<file path="src/rtl/synaptic_dispatch_if.sv">
// synaptic_dispatch_if: fire FIFO head, weight memory port and accumulator handshake
interface synaptic_dispatch_if #(
  parameter int tagbits    = 1,
  parameter int weightbits = 8
);
  logic                    fifo_empty;
  logic [tagbits-1:0]      fifo_tag;
  logic                    fifo_deq;
  logic                    w_rd;
  logic [2*tagbits-1:0]    w_addr;
  logic [weightbits-1:0]   w_data;
  logic                    acc_valid;
  logic                    acc_ready;
  logic [tagbits-1:0]      acc_tag;
  logic [weightbits-1:0]   acc_weight;
  modport master (
    input  fifo_empty, fifo_tag, w_data, acc_ready,
    output fifo_deq, w_rd, w_addr, acc_valid, acc_tag, acc_weight
  );
  modport slave (
    output fifo_empty, fifo_tag, w_data, acc_ready,
    input  fifo_deq, w_rd, w_addr, acc_valid, acc_tag, acc_weight
  );
endinterface

</file>
<file path="src/rtl/synaptic_dispatch.sv">
// synaptic_dispatch: drains fired tags and issues one weighted accumulate per postsynaptic neuron.
// Optional SKIP_ZERO_EN: zero weights are read but never sent to the accumulator.
module synaptic_dispatch #(
  parameter int numneurons = 2,
  parameter int tagbits    = 1,
  parameter int weightbits = 8
) (
  input  logic                clk,
  input  logic                syn_reset_n,
  input  logic                start,
  synaptic_dispatch_if.master bus,
  output logic                busy,
  output logic                done,
  output logic [tagbits:0]    spike_count
);
  typedef enum logic [2:0] {IDLE, DRAIN, READ, LATCH, SEND, DONE} state_t;
  localparam logic [tagbits-1:0] LAST = tagbits'(numneurons - 1);
  state_t                state_q;
  logic [tagbits-1:0]    pre_q, post_q, acc_tag_q;
  logic [2*tagbits-1:0]  w_addr_q;
  logic [weightbits-1:0] acc_weight_q;
  logic [tagbits:0]      spike_count_q;
  logic                  w_rd_q, acc_valid_q, busy_q, done_q;
  logic [tagbits-1:0]    post_inc;
  logic                  last;
  assign post_inc = post_q + 1'b1;
  assign last     = post_q == LAST;
  // The pop must land in the same cycle the head tag is latched.
  assign bus.fifo_deq   = (state_q == DRAIN) && !bus.fifo_empty;
  assign bus.w_rd       = w_rd_q;
  assign bus.w_addr     = w_addr_q;
  assign bus.acc_valid  = acc_valid_q;
  assign bus.acc_tag    = acc_tag_q;
  assign bus.acc_weight = acc_weight_q;
  assign busy           = busy_q;
  assign done           = done_q;
  assign spike_count    = spike_count_q;
  always_ff @(posedge clk) begin
    if (!syn_reset_n) begin
      state_q       <= IDLE;
      pre_q         <= '0;
      post_q        <= '0;
      acc_tag_q     <= '0;
      acc_weight_q  <= '0;
      w_addr_q      <= '0;
      spike_count_q <= '0;
      w_rd_q        <= 1'b0;
      acc_valid_q   <= 1'b0;
      busy_q        <= 1'b0;
      done_q        <= 1'b0;
    end else begin
      w_rd_q <= 1'b0;
      done_q <= 1'b0;
      case (state_q)
        IDLE: if (start) begin
          spike_count_q <= '0;
          busy_q        <= 1'b1;
          state_q       <= DRAIN;
        end
        DRAIN: if (bus.fifo_empty) begin
          done_q  <= 1'b1;
          state_q <= DONE;
        end else begin
          pre_q         <= bus.fifo_tag;
          post_q        <= '0;
          w_addr_q      <= {bus.fifo_tag, {tagbits{1'b0}}};
          w_rd_q        <= 1'b1;
          spike_count_q <= spike_count_q + {{tagbits{1'b0}}, ~&spike_count_q};
          state_q       <= READ;
        end
        READ: state_q <= LATCH;
        LATCH: begin
          acc_weight_q <= bus.w_data;
`ifdef SKIP_ZERO_EN
          if (bus.w_data == '0) begin
            if (last) state_q <= DRAIN;
            else begin
              post_q   <= post_inc;
              w_addr_q <= {pre_q, post_inc};
              w_rd_q   <= 1'b1;
              state_q  <= READ;
            end
          end else begin
            acc_valid_q <= 1'b1;
            acc_tag_q   <= post_q;
            state_q     <= SEND;
          end
`else
          acc_valid_q <= 1'b1;
          acc_tag_q   <= post_q;
          state_q     <= SEND;
`endif
        end
        SEND: if (bus.acc_ready) begin
          acc_valid_q <= 1'b0;
          if (last) state_q <= DRAIN;
          else begin
            post_q   <= post_inc;
            w_addr_q <= {pre_q, post_inc};
            w_rd_q   <= 1'b1;
            state_q  <= READ;
          end
        end
        DONE: begin
          busy_q  <= 1'b0;
          state_q <= IDLE;
        end
        default: state_q <= IDLE;
      endcase
    end
  end
endmodule

</file>
<file path="src/flat_wrapper.sv">
// flat-port wrapper written by rule: the top's interface ports become plain ports
module synaptic_dispatch_flat 
#(
  parameter int numneurons = 2,
  parameter int tagbits    = 1,
  parameter int weightbits = 8
)
  (clk, syn_reset_n, start, busy, done, spike_count, bus_fifo_empty, bus_fifo_tag, bus_w_data, bus_acc_ready, bus_fifo_deq, bus_w_rd, bus_w_addr, bus_acc_valid, bus_acc_tag, bus_acc_weight);
  synaptic_dispatch_if #(.tagbits(tagbits), .weightbits(weightbits)) bus_i ();
  input  logic clk;
  input  logic syn_reset_n;
  input  logic start;
  output logic busy;
  output logic done;
  output logic [tagbits:0] spike_count;
  input wire logic [$bits(bus_i.fifo_empty)-1:0] bus_fifo_empty;
  input wire logic [$bits(bus_i.fifo_tag)-1:0] bus_fifo_tag;
  input wire logic [$bits(bus_i.w_data)-1:0] bus_w_data;
  input wire logic [$bits(bus_i.acc_ready)-1:0] bus_acc_ready;
  output wire logic [$bits(bus_i.fifo_deq)-1:0] bus_fifo_deq;
  output wire logic [$bits(bus_i.w_rd)-1:0] bus_w_rd;
  output wire logic [$bits(bus_i.w_addr)-1:0] bus_w_addr;
  output wire logic [$bits(bus_i.acc_valid)-1:0] bus_acc_valid;
  output wire logic [$bits(bus_i.acc_tag)-1:0] bus_acc_tag;
  output wire logic [$bits(bus_i.acc_weight)-1:0] bus_acc_weight;
  assign bus_i.fifo_empty = bus_fifo_empty;
  assign bus_i.fifo_tag = bus_fifo_tag;
  assign bus_i.w_data = bus_w_data;
  assign bus_i.acc_ready = bus_acc_ready;
  assign bus_fifo_deq = bus_i.fifo_deq;
  assign bus_w_rd = bus_i.w_rd;
  assign bus_w_addr = bus_i.w_addr;
  assign bus_acc_valid = bus_i.acc_valid;
  assign bus_acc_tag = bus_i.acc_tag;
  assign bus_acc_weight = bus_i.acc_weight;
  synaptic_dispatch #(.numneurons(numneurons), .tagbits(tagbits), .weightbits(weightbits)) u_core (.clk(clk), .syn_reset_n(syn_reset_n), .start(start), .bus(bus_i), .busy(busy), .done(done), .spike_count(spike_count));
endmodule
</file>
<file path="config.mk">
export PLATFORM = sky130hd
export DESIGN_NAME = synaptic_dispatch_flat
export DESIGN_NICKNAME = d
export VERILOG_FILES = /design/src/rtl/synaptic_dispatch_if.sv /design/src/rtl/synaptic_dispatch.sv /design/src/flat_wrapper.sv
export SDC_FILE = /design/constraint.sdc
export NUM_CORES = 1
export LEC_CHECK = 0
export ABC_AREA = 1
export BUFFER_PORTS_ARGS = -buffer_cell sky130_fd_sc_hd__buf_4
export CAP_MARGIN = 20
export CORE_MARGIN = 2
export CORE_UTILIZATION = 33
export CTS_BUF_LIST = sky130_fd_sc_hd__clkbuf_8
export CTS_CLUSTER_SIZE = 24
export DETAILED_ROUTE_END_ITERATION = 8
export HOLD_SLACK_MARGIN = 0.06
export SLEW_MARGIN = 10
export SYNTH_ARGS = -nofsm -noshare
export SYNTH_HDL_FRONTEND = slang
export SYNTH_SLANG_ARGS = --single-unit
</file>
<file path="constraint.sdc">
create_clock -name clk -period 1.6 [get_ports clk]
set_clock_uncertainty 0.15 [all_clocks]
set_input_delay 0.48 -clock clk [delete_from_list [all_inputs] [get_ports clk]]
set_output_delay 0.48 -clock clk [all_outputs]
set_load 0.005 [all_outputs]
</file>
==> impl_metrics.yaml, run 1 <==
floorplanning:
  die_h_um: 54.6
  pin_count: 32
  die_area_mm2: 0.00298
  row_count: 18
  die_w_um: 54.6
  coreArea_mm2: 0.00245
  start_util: 0.345
synthesis:
  synth_fp_nets: 126
  synth.area.top_cells: "dfxtp_1, nor2_1, o21ai_0, nand2_1, inv_1"
  yosysTopAreaCell: "dfxtp_1"
  synth_warnings: 0
  synth_edf_count: 0
  synth_top_area_share: 0.521
  synthFlopType: "dfxtp_1"
  synth_most_common_cell: "nor2_1"
  netlist_instances: 112
  ys_seq_area_frac: 0.521
  netlist_top_cells_count: "nor2_1, dfxtp_1, o21ai_0, nand2_1, inv_1"
  synth_seq_cells: 22
  syn_avg_cell_area_um2: 7.55
  ys_types: 19
  syn_area_um2: 846
  async_reset_ff_frac: 0
sta:
  period_minus_slack_ps: 1580
  slew_headroom: 0.827
  timing.fmax_ghz: 0.631
  rsz0062_at_grt: "yes"
  finalCritPeriodShare: 0.990
  worst_pin_slew_ps: 258
  setup_viol: 0
  hold_ws_ps: 310
  finalHoldViolations: 0
  finalMaxSlewViolations: 0
route:
  wl_um: 2090
  num_vias: 872
  first_iter_violations: 12
  ant_nets: 0
  viasPerCell: 4.71
  wl_per_cell_um: 11.3
  dr.pass1.iters: 4
  drcViolationCount: 0
placed_design:
  hpwlAfterDp_um: 1410
  dpl_cell_area_mm2: 0.00112
  gp_congestion: 0.778
  io_buffers: 31
power_and_ir_drop:
  ir_drop_v: 0.000644
  cellLeakagePower_nw: 0.588
  powerDensity_mw_per_mm2: 1110
setup_path:
  crit_required_ps: 970
  cpMaxStageDelayCell: "dfxtp_4"
  path_class: "reg -> out"
  cp_max_fo: 2
  start_kind: "register"
  max_stage_delay_ps: 360
  worstPathArrival_ps: 950
  path_cells: "inv_4 > nand3_4 > nor2_4 > buf_6"
  end_kind: "output pin"
  crit_family: "flip-flops"
  crit_buf_inv: 2
grt:
  met3_usage: 0.0328
  grt_use_met1: 0.190
  grt_max_degree: 15
  grt_overflow: 0
  grt_pass1_vias: 755
  gr-max-usage-layer: "met2"
  grt_use_total: 0.148
  met2_usage: 0.238
  grt_pass1_wl_um: 3170
  antenna_found_initial: 0
cts:
  cts_tree: "yes"
  clk_latency_ps: 260
  cts_max_path_buffers: 2
  path_clk_slew_ps: 80
  clock_sinks: 22
  cts_buffers: 3
  hold_buffers: 0
  clockRootBuffer: "clkbuf_8"
  htree_levels: 1
layout:
  multi_input_area_um2: 368
  n_antenna_cell: 0
  finish.instance_area_mm2: 0.00129
  layout-drive-gt1-share: 0.348
  nNetsFinal: 170
  seq_area_um2: 449
  area_growth_pct: 52.4
  fillers: 246
run_status:
  status: "finished, final reports clean"
min_path:
  hold_path.class: "reg -> reg"
flow_run:
  drv_cap: 0
[worst register-to-register path, cell delays in order (launching register included)]
cell and delay (ps):
dfxtp_4 360, buf_4 150, buf_4 140, nor2_4 120, nand2_1 140, o211ai_1 180
nand2_1 60, nor2_1 90
[report_power, final]
group / switching (mW) / total [mW] / internal (mW)
sequential: 0.0243 / 0.614 / 0.590
clock: 0.177 / 0.511 / 0.334
combinational: 0.151 / 0.306 / 0.155
[metrics by stage]
| step | std cells | setup TNS, ps | setup slack, ps | utilization | total power, mW |
|---|---|---|---|---|---|
| 5_1_grt | 185 | -18.6 | -18.6 | 0.525 | 1.51 |
| 6_report | 185 | 0 | 16.3 | 0.525 | 1.43 |
| 3_5_place_dp | 173 | 0 | 81.4 | 0.457 | 0.862 |
| 4_1_cts | 183 | -12.6 | -12.6 | 0.512 | 1.41 |
| 2_1_floorplan | 112 | 0 | 283 | - | 0.755 |
| 3_3_place_gp | 173 | 0 | 91.3 | 0.457 | 0.857 |
[what timing repair did]
action                     in CTS  in global routing
gates cloned                    0                  0
setup endpoints to repair       1                  1
resized for setup               9                  3
buffers inserted                6                  2
pin swaps                       1                  2
[worst paths after layout]
path	start	cells after the start	endpoint	slack, ps
worst max-delay path	u_core.state_q[1]	4	bus_fifo_deq	20
worst max register to register	u_core.state_q[0]	7	u_core.state_q[1]	130
worst min-delay path	u_core.pre_q	2	u_core.pre_q	310
worst min register to register	u_core.pre_q	2	u_core.pre_q	310
[cell usage in the layout, fill, tap and decap left out, drive strengths merged]
cell type / instances
a21boi: 1
a21oi: 6
a31oi: 1
buf: 41
bufinv: 1
clkbuf: 3
clkinv: 1
dfxtp: 22
inv: 12
nand2: 13
nand3: 5
nand3b: 1
nand4: 3
nor2: 27
o211ai: 1
o21ai: 16
o31ai: 1
[state kept, by name (all words and copies together), names as in the netlist]
name,count
u_core.bus.acc_weight,8
u_core.spike_count,2
u_core.state_q,3
u_core.bus.acc_valid,1
u_core.busy,1
u_core.bus.acc_tag,1
u_core.bus.w_rd,1
u_core.bus.w_addr,2
u_core.pre_q,1
u_core.last,1
u_core.done,1
[per-layer routing]
layer | wire, µm | vias up
met5 | 0 | -
met4 | 37 | 0
met3 | 86 | 6
met2 | 1030 | 21
met1 | 936 | 392
li1 | - | 453
[logic make-up after synthesis]
| kind of cell | count (synthesis) | share of synthesized area |
|---|---|---|
| AO/OA/AOI/OAI | 26 | 0.164 |
| flip-flops | 22 | 0.521 |
| buffers and inverters | 15 | 0.0680 |
| AND/OR/NAND/NOR | 49 | 0.247 |
[area by class of cell]
type / count / area share
Clock buffer: 3 / 0.0320
Clock inverter: 1 / 0.0233
Inverter: 13 / 0.0398
Multi-Input combinational cell: 75 / 0.285
Sequential cell: 22 / 0.349
Tap cell: 30 / 0.0291
Timing Repair Buffer: 41 / 0.242
Note: power is estimated with default switching activity, not from simulation.
==> inputs of run 2 (changes only) <==
CORE_MARGIN = not set   (was 2)
SETUP_SLACK_MARGIN = 0.2   (was not set)
==> impl_metrics.yaml, run 2 (synthesis results as in run 1) <==
run_status:
  status: "finished, violations left"
  violations: "negative setup slack"
floorplanning:
  row_count: 17
  coreArea_mm2: 0.00232
  die_h_um: 52.6
  start_util: 0.365
  pin_count: 32
  die_area_mm2: 0.00277
  die_w_um: 52.6
grt:
  grt_use_total: 0.167
  met3_usage: 0.0261
  grt_overflow: 0
  grt_pass1_vias: 801
  grt_max_degree: 15
  grt_pass1_wl_um: 3330
  grt_use_met1: 0.200
  met2_usage: 0.289
  antenna_found_initial: 0
  gr-max-usage-layer: "met2"
power_and_ir_drop:
  seqPwrFrac: 0.425
  fin_total_pwr_mw: 1.46
  p_int_mw: 1.09
  powerDensity_mw_per_mm2: 1070
  p_clk_frac: 0.353
  p_comb_frac: 0.222
  switchingPower_mw: 0.370
  switching_share: 0.253
  ir_drop_v: 0.000524
  cellLeakagePower_nw: 0.637
setup_path:
  r2r_slack_ps: 100
  cpMaxStageDelayCell: "dfxtp_4"
  path_class: "reg -> out"
  critical_path.startpoint: "u_core.state_q[1]"
  reg2reg_from: "u_core.state_q[1]"
  cp_max_fo: 2
  worstPathArrival_ps: 970
  crit_required_ps: 970
  max_stage_delay_ps: 350
  r2r_end: "u_core.spike_count[0]"
  rr_worst_depth: 11
  start_kind: "register"
  end_kind: "output pin"
  path_cells: "inv_2 > nand3_2 > nor2_2 > buf_4"
cts:
  cts_max_path_buffers: 2
  path_clk_slew_ps: 80
  htree_levels: 1
  clockRootBuffer: "clkbuf_8"
  cts_tree: "yes"
  hold_buffers: 0
  clock_sinks: 22
  clk_latency_ps: 260
  cts_buffers: 3
route:
  drcViolationCount: 0
  num_vias: 881
  first_iter_violations: 14
  wl_um: 2230
  wl_per_cell_um: 11.8
  dr.pass1.iters: 4
  viasPerCell: 4.69
  ant_nets: 0
sta:
  slew_headroom: 0.822
  hold_ws_ps: 307
  finalHoldViolations: 0
  setup_viol: 1
  worst_pin_slew_ps: 265
  finalMaxSlewViolations: 0
  period_minus_slack_ps: 1600
  fin_ws_ps: -0.248
  rsz0062_at_grt: "yes"
  finalCritPeriodShare: 1.00
  timing.fmax_ghz: 0.625
placed_design:
  dpl_cell_area_mm2: 0.00112
  io_buffers: 31
  hpwlAfterDp_um: 1370
  gp_congestion: 0.859
layout:
  layout-drive-gt1-share: 0.419
  most-common-layout-cells: "buf_4, nor2_1, dfxtp_1"
  final_util: 0.588
  finish.instance_area_mm2: 0.00136
  final_common_cell: "buf_4"
  nNetsFinal: 175
  area_growth_pct: 61.1
  n_antenna_cell: 0
  largest_register_ffs: 8
min_path:
  hold-path-endpoint: "u_core.pre_q"
  hold_path.class: "reg -> reg"
  min_from: "u_core.pre_q"
  worstHoldPathCells: 2
flow_run:
  drv_cap: 0
==> run 2: cell count changes in the layout (fill, tap and decap cells not counted), sizes merged <==
cell,delta
buf,+5
==> run 2: worst max-delay path: cells and delay by family, from the launching register on <==
kind / cells / cell delay [ps]
flip-flops: 1 / 350
buffers and inverters: 2 / 170
AND/OR/NAND/NOR: 2 / 190
==> run 2: metrics by stage <==
step                      worst slack [ps]  std cells  TNS, ps
after global placement                 121        171        0
after CTS                            -5.76        188    -5.76
final                               -0.248        188   -0.248
after global routing                 -39.0        188    -39.0
after floorplan                        283        112        0
after detailed placement               109        171        0
==> run 2: how the worst max path moves through the flow <==
stage                   end  slack, ps  cells after the start
2_1_floorplan  bus_fifo_deq        280                      2
3_3_place_gp   bus_fifo_deq        120                      3
3_5_place_dp   bus_fifo_deq        110                      3
4_1_cts        bus_fifo_deq         -6                      4
5_1_grt        bus_fifo_deq        -40                      4
6_report       bus_fifo_deq       -0.2                      4
==> run 2: routing by layer <==
layer	part of all wire	wire length [µm]	vias up
li1	-	-	463
met1	0.46	1030	392
met2	0.49	1100	24
met3	0.037	82	2
met4	0.0072	16	0
met5	0	0	-
==> run 2: power groups by stage <==
| stage | sequential [mW] | combinational, mW | clock (mW) |
|---|---|---|---|
| 6_report | 0.621 | 0.325 | 0.516 |
| 3_5_place_dp | 0.627 | 0.233 | 0 |
| 4_1_cts | 0.614 | 0.300 | 0.530 |
| 3_3_place_gp | 0.627 | 0.230 | 0 |
| 5_1_grt | 0.625 | 0.359 | 0.550 |
| 2_1_floorplan | 0.630 | 0.125 | 0 |
==> run 2: final cells by class <==
cell class,instances,area (µm²)
clock inverter,1,30.0
clock buffer,3,41.3
sequential,22,454
tap,28,35.0
fill,235,956
multi-input combinational,75,389
timing repair buffer,46,364
inverter,13,48.8
==> run 2: timing repair <==
action / CTS / global route
setup endpoints to repair: 11 / 21
gates resized for setup: 12 / 14
buffers inserted: 13 / 0
cloned: 0 / 0
pin swaps: 3 / 8
